<file path="config.mk">
export PLATFORM = sky130hd
export DESIGN_NAME = fetch_unit_rv32i
export DESIGN_NICKNAME = d
export VERILOG_FILES = /design/src/rtl/rv32i_pkg.sv /design/src/rtl/fetch_unit_rv32i.sv
export SDC_FILE = /design/constraint.sdc
export NUM_CORES = 1
export LEC_CHECK = 0
export ABC_AREA = 1
export BUFFER_PORTS_ARGS = -buffer_cell sky130_fd_sc_hd__buf_2
export CAP_MARGIN = 10
export CORE_UTILIZATION = 41
export DETAILED_ROUTE_END_ITERATION = 10
export GPL_TIMING_DRIVEN = 0
export HOLD_SLACK_MARGIN = 0.06
export PLACE_DENSITY = 0.81
export SYNTH_ARGS = -nofsm -noshare
export SYNTH_HDL_FRONTEND = slang
export SYNTH_SLANG_ARGS = --single-unit
</file>
<file path="constraint.sdc">
create_clock -name clk -period 1.42 [get_ports clk]
set_input_delay 0.142 -clock clk [delete_from_list [all_inputs] [get_ports clk]]
set_output_delay 0.142 -clock clk [all_outputs]
set_load 0.005 [all_outputs]
</file>
<file path="src/rtl/rv32i_pkg.sv">
// Shared RV32I definitions: opcode constants, the idle instruction word and
// the fetch stage state type. The control unit imports the same constants.
package rv32i_pkg;

    localparam logic [6:0] OP_R      = 7'd51;
    localparam logic [6:0] OP_I      = 7'd19;
    localparam logic [6:0] OP_LOAD   = 7'd3;
    localparam logic [6:0] OP_STORE  = 7'd35;
    localparam logic [6:0] OP_BRANCH = 7'd99;
    localparam logic [6:0] OP_JAL    = 7'd111;

    // addi x0,x0,0 -- what the instruction register shows while nothing is valid
    localparam logic [31:0] NOP_INSTR = 32'h0000_0013;

    typedef enum logic [2:0] {
        IDLE,
        FETCH,
        WAIT,
        VALID,
        ERR
    } fetch_state_t;

    // A byte address can be fetched only if it points at a 32-bit word boundary
    function automatic logic is_word_aligned(input logic [31:0] addr);
        return (addr[1:0] == 2'b00);
    endfunction

endpackage

</file>
<file path="src/rtl/fetch_unit_rv32i.sv">
// Instruction fetch stage: owns the PC, fetches one word at a time over a
// req/gnt/rvalid handshake with a single outstanding request, and holds the
// instruction and its decoded fields until the core retires it.
module fetch_unit_rv32i
    import rv32i_pkg::*;
#(
    parameter logic [31:0] RESET_PC  = 32'h0000_0000,
    parameter logic [31:0] NOP_INSTR = rv32i_pkg::NOP_INSTR
) (
    input  logic        clk,
    input  logic        rst_n,
    output logic        imem_req,
    output logic [31:0] imem_addr,
    input  logic        imem_gnt,
    input  logic        imem_rvalid,
    input  logic [31:0] imem_rdata,
    output logic        instr_valid,
    input  logic        instr_ready,
    input  logic        PCSrc,
    input  logic [31:0] PCTarget,
    output logic [31:0] instr,
    output logic [31:0] pc,
    output logic [31:0] pc_plus4,
    output logic [6:0]  op,
    output logic [2:0]  funct3,
    output logic        funct7_bit5,
    output logic [4:0]  rs1,
    output logic [4:0]  rs2,
    output logic [4:0]  rd,
    output logic        misalign_err
);

    fetch_state_t state_q, state_d;
    logic [31:0]  pc_q, pc_d;
    logic [31:0]  instr_q, instr_d;
    logic         instr_valid_q, instr_valid_d;
    logic         imem_req_q, imem_req_d;
    logic         misalign_err_q, misalign_err_d;

    // Next-state and next-output logic; outputs are computed one cycle ahead so they leave the block registered
    always_comb begin
        state_d        = state_q;
        pc_d           = pc_q;
        instr_d        = instr_q;
        instr_valid_d  = instr_valid_q;
        imem_req_d     = imem_req_q;
        misalign_err_d = misalign_err_q;

        case (state_q)
            IDLE: begin
                state_d    = FETCH;
                imem_req_d = 1'b1;
            end
            FETCH: begin
                if (imem_gnt) begin
                    state_d    = WAIT;
                    imem_req_d = 1'b0;
                end
            end
            WAIT: begin
                if (imem_rvalid) begin
                    instr_d       = imem_rdata;
                    instr_valid_d = 1'b1;
                    state_d       = VALID;
                end
            end
            VALID: begin
                if (instr_ready) begin
                    instr_valid_d = 1'b0;
                    instr_d       = NOP_INSTR;
                    if (PCSrc && !is_word_aligned(PCTarget)) begin
                        misalign_err_d = 1'b1;
                        state_d        = ERR;
                    end else begin
                        pc_d       = PCSrc ? PCTarget : pc_plus4;
                        imem_req_d = 1'b1;
                        state_d    = FETCH;
                    end
                end
            end
            ERR: begin
                imem_req_d    = 1'b0;
                instr_valid_d = 1'b0;
            end
            default: begin
                state_d       = IDLE;
                imem_req_d    = 1'b0;
                instr_valid_d = 1'b0;
            end
        endcase
    end

    // State and output registers, cleared asynchronously by reset
    always_ff @(posedge clk or negedge rst_n) begin
        if (!rst_n) begin
            state_q        <= IDLE;
            pc_q           <= RESET_PC;
            instr_q        <= NOP_INSTR;
            instr_valid_q  <= 1'b0;
            imem_req_q     <= 1'b0;
            misalign_err_q <= 1'b0;
        end else begin
            state_q        <= state_d;
            pc_q           <= pc_d;
            instr_q        <= instr_d;
            instr_valid_q  <= instr_valid_d;
            imem_req_q     <= imem_req_d;
            misalign_err_q <= misalign_err_d;
        end
    end

    assign imem_req     = imem_req_q;
    assign imem_addr    = pc_q;
    assign instr_valid  = instr_valid_q;
    assign instr        = instr_q;
    assign pc           = pc_q;
    assign misalign_err = misalign_err_q;

    assign pc_plus4     = pc_q + 32'd4;
    assign op           = instr_q[6:0];
    assign funct3       = instr_q[14:12];
    assign funct7_bit5  = instr_q[30];
    assign rs1          = instr_q[19:15];
    assign rs2          = instr_q[24:20];
    assign rd           = instr_q[11:7];

endmodule

</file>
==> results.json <==
{
  "run_status": "finished with violations",
  "failing_checks": "negative setup slack",
  "timing.critical_path.buf_inv": 3,
  "timing_worst_setup_path_type": "flop to primary output",
  "ys_types": 31,
  "clock_skew_ns": 0.0135,
  "ys_seq_area_frac": 0.406,
  "globalRouteTotalUtil": 0.256,
  "area_growth_pct": 67.9,
  "grt_max_degree": 71,
  "chipWidth_um": 105,
  "area_fraction_in_compound_gates_after_synthesis": 0.0972,
  "cp-start-kind": "flop",
  "final-hold-violation-count": 0,
  "floorplan_die_height_um": 105,
  "hold_ws_ns": 0.0705,
  "post-route-drc-count": 0,
  "finalWirelength_um": 15000,
  "first_global_vias": 4587,
  "placement_stage_worst_setup_slack_ns": -0.285,
  "fmaxAchievable_mhz": 504,
  "category_of_the_worst_setup_path_capture_point": "primary output",
  "tritoncts": "built",
  "required_ns": 1.28,
  "cts_sinks": 70,
  "setup_violations": 86,
  "worst-endpoint-arrival_ns": 1.84,
  "synth_seq_cells": 70,
  "synth_top_family_by_area": "simple AND/OR/NAND/NOR gates",
  "min_period_ns": 1.98,
  "tritoncts.num_buffers": 9,
  "tightestPinTransition_ns": 0.899,
  "critical_path_depth": 8,
  "htree_num_levels": 3,
  "post_synth_instance_area_um2": 4330,
  "hold_path_class": "input pin to flop",
  "yosys_most_used_dff": "sky130_fd_sc_hd__dfrtp_1",
  "worst_hold_launch": "PCTarget[15]",
  "max-vdd-ir-drop_v": 0.00131,
  "timing_max_transition_violations_final": 0,
  "r2r_end": "imem_addr[12]$_DFFE_PN0P_",
  "fin_ws_ns": -0.564,
  "grt_pass1_wl_um": 22300,
  "synthMuxAreaShare": 0,
  "rsz0062_at_grt": "true",
  "dp_hpwl_um": 9510,
  "grt.overflow.total": 0,
  "synth_simple_gate_area_frac": 0.284,
  "post_synth_xor_area_fraction": 0.0304,
  "placeableCoreArea_um2": 10300,
  "hold_depth": 5,
  "path_cells": "ha_2 -> nand2_2 -> nor2_4 -> nand2_4 -> buf_4 -> buf_6 -> xnor2_4 -> buf_2",
  "critical_path.reg2reg.startpoint": "imem_addr[2]$_DFFE_PN0P_",
  "cts-root-to-sink-buffers": 2,
  "synth.yosys.warnings": 0,
  "clk-insertion-delay-late_ns": 0.35,
  "critical-path-top-delay-family": "flip-flops",
  "route.antenna.remaining_nets": 0,
  "cts-root-buf": "sky130_fd_sc_hd__clkbuf_8",
  "r2r_setup_slack_ns": -0.17,
  "fp-row-count": 37,
  "post_synth_fa_ha_maj_area_fraction": 0.00289,
  "cpPeakStageDelay_ns": 0.42,
  "port_buffers": 226,
  "initial_core_util": 0.421,
  "path_clk_slew_ns": 0.08,
  "pin_count": 227,
  "drt-vias-per-instance": 4.73,
  "drive_gt1_frac": 0.535,
  "worst_hold_path.endpoint": "imem_addr[15]$_DFFE_PN0P_",
  "mappedNetlistNets": 629,
  "critical_path_peak_fanout": 4,
  "antenna_violations_before_repair": 0,
  "synth_instances": 558,
  "power_leakage_uw": 0.00406,
  "drt-initial-drc-count": 225,
  "die_area_um2": 11000,
  "power_per_cell_area_nw_per_um2": 2000,
  "number_of_synthesized_flops_with_an_enable_pin": 0,
  "max_cap_violations": 0,
  "synth_async_sr_flop_share": 1.00,
  "gp_routability_congestion": 0.832,
  "drt-pass1-iter-count": 5,
  "detailroute.via_count": 4947,
  "worst_r2r_path_depth": 9,
  "mean_instance_size_in_the_synthesized_netlist_um2": 7.75,
  "finish.net_count": 975,
  "post-route-period-util": 1.40,
  "diodes": 0,
  "routed_wire_length_per_instance_um": 14.4,
  "critical_path.slowest_cell": "sky130_fd_sc_hd__dfrtp_1",
  "timing.max_slew.rel_slack": 0.400
}
-- per-layer routing --
| layer | vias up | share of wire | global-route usage |
|---|---|---|---|
| met5 | - | 0 | 0 |
| met4 | 0 | 0.038 | 0.0946 |
| met3 | 53 | 0.067 | 0.0449 |
| met2 | 224 | 0.50 | 0.448 |
| met1 | 2282 | 0.40 | 0.313 |
| li1 | 2388 | - | - |
-- Yosys cell counts, types with 2 or more instances --
cell | count | area [um^2]
sky130_fd_sc_hd__nand2_1 | 180 | 676
sky130_fd_sc_hd__dfrtp_1 | 67 | 1680
sky130_fd_sc_hd__buf_4 | 62 | 465
sky130_fd_sc_hd__inv_1 | 54 | 203
sky130_fd_sc_hd__nor2_1 | 41 | 154
sky130_fd_sc_hd__nand3_1 | 33 | 165
sky130_fd_sc_hd__a22o_1 | 29 | 254
sky130_fd_sc_hd__xor2_1 | 11 | 96.3
sky130_fd_sc_hd__o21ai_0 | 10 | 50.1
sky130_fd_sc_hd__buf_2 | 9 | 45.0
sky130_fd_sc_hd__nor2_2 | 8 | 50.1
sky130_fd_sc_hd__o21ai_1 | 7 | 35.0
sky130_fd_sc_hd__nor2_4 | 6 | 67.6
sky130_fd_sc_hd__inv_2 | 5 | 18.8
sky130_fd_sc_hd__a31oi_1 | 4 | 25.0
sky130_fd_sc_hd__nand2_2 | 4 | 25.0
sky130_fd_sc_hd__nand2_4 | 4 | 45.0
sky130_fd_sc_hd__xnor2_1 | 4 | 35.0
sky130_fd_sc_hd__and2_1 | 3 | 18.8
sky130_fd_sc_hd__dfstp_2 | 3 | 78.8
sky130_fd_sc_hd__o22a_1 | 3 | 26.3
sky130_fd_sc_hd__buf_6 | 2 | 22.5
-- flip-flops by register name, indices dropped and copies added, names as in the netlist --
name and cells:
state_q 3, instr 32, misalign_err 1, instr_valid 1
imem_addr 32, imem_req 1
-- repair_timing --
item,CTS,global route
pin swaps,22,29
gates resized for setup,53,74
setup buffers,38,25
endpoints found under the hold margin,110,0
hold buffers,44,0
cloned,1,4
endpoints found under the setup margin,83,84
-- worst max-delay path by stage --
stage	startpoint	endpoint	slack (ns)
CTS	imem_addr[3]$_DFFE_PN0P_	pc_plus4[12]	-0.56
global route	imem_addr[2]$_DFFE_PN0P_	pc_plus4[26]	-0.64
floorplan	imem_addr[3]$_DFFE_PN0P_	imem_addr[14]$_DFFE_PN0P_	-0.02
finish	imem_addr[2]$_DFFE_PN0P_	pc_plus4[10]	-0.56
detailed placement	imem_addr[2]$_DFFE_PN0P_	pc_plus4[14]	-0.28
global placement	imem_addr[2]$_DFFE_PN0P_	pc_plus4[14]	-0.27
-- layout by cell type, fill, tap and decap left out, types with 2 or more instances in the layout --
master / instances
sky130_fd_sc_hd__o21ai_0: 5
sky130_fd_sc_hd__nor2_4: 15
sky130_fd_sc_hd__buf_6: 19
sky130_fd_sc_hd__dfrtp_2: 19
sky130_fd_sc_hd__nand2_2: 18
sky130_fd_sc_hd__nand2_4: 10
sky130_fd_sc_hd__dfstp_2: 3
sky130_fd_sc_hd__nand3_1: 28
sky130_fd_sc_hd__buf_2: 227
sky130_fd_sc_hd__o21ai_1: 11
sky130_fd_sc_hd__and2_1: 3
sky130_fd_sc_hd__inv_6: 4
sky130_fd_sc_hd__clkbuf_16: 2
sky130_fd_sc_hd__dlygate4sd3_1: 44
sky130_fd_sc_hd__xnor2_4: 2
sky130_fd_sc_hd__nor2_1: 30
sky130_fd_sc_hd__inv_2: 4
sky130_fd_sc_hd__nand3_2: 5
sky130_fd_sc_hd__clkbuf_8: 9
sky130_fd_sc_hd__inv_1: 54
sky130_fd_sc_hd__nor2_2: 10
sky130_fd_sc_hd__xnor2_2: 2
sky130_fd_sc_hd__buf_4: 111
sky130_fd_sc_hd__nand2_1: 159
sky130_fd_sc_hd__xor2_2: 10
sky130_fd_sc_hd__dfrtp_1: 48
sky130_fd_sc_hd__o22a_1: 3
sky130_fd_sc_hd__clkinv_4: 3
sky130_fd_sc_hd__a31oi_1: 4
sky130_fd_sc_hd__a22o_1: 29
sky130_fd_sc_hd__buf_12: 3
sky130_fd_sc_hd__o21ai_2: 2
sky130_fd_sc_hd__buf_8: 2
-- power by group --
group          leakage [uW]  internal, uW  switching, uW
Sequential         0.000853          3000           1030
Clock             0.0000927           671            885
Combinational       0.00311          4960           3960
-- through the flow --
stage | setup TNS [ns] | total power [uW] | std cells | util | cell area, um^2
4_1_cts | -13.22 | 13300 | 1017 | 0.658 | 6760
3_3_place_gp | -21.78 | 10600 | 920 | 0.549 | 5650
3_5_place_dp | -10.35 | 10800 | 920 | 0.550 | 5650
5_1_grt | -21.12 | 15500 | 1045 | 0.707 | 7260
6_report | -14.78 | 14500 | 1045 | 0.707 | 7260
2_1_floorplan | -0.0677 | 7840 | 558 | - | 4350
-- worst register-to-register path, delay by kind of cell (launching register included) --
kind	cells	cell delay, ns
DFF	1	0.42
adders and majority gates	1	0.22
xor gates and xnor gates	1	0.18
buffers and inverters	1	0.13
and+or+nand+nor	6	0.61
-- kinds of logic after synthesis --
kind of cell | count (synthesis)
AO/OA/AOI/OAI | 57
XOR/XNOR | 15
adder cells (fa/ha/maj) | 1
buffers and inverters | 134
flip-flops | 70
AND/OR/NAND/NOR | 281
-- cell type report --
type                       instances  area [um^2]
timing repair buffer             337         2190
buffer                            72          582
clock buffer                       9          124
multi-input combinational        354         2120
sequential                        70         1780
inverter                          60          235
tap                              136          170
clock inverter                     7         62.6
fill                             813         3020
(Power assumes the default switching activity.)
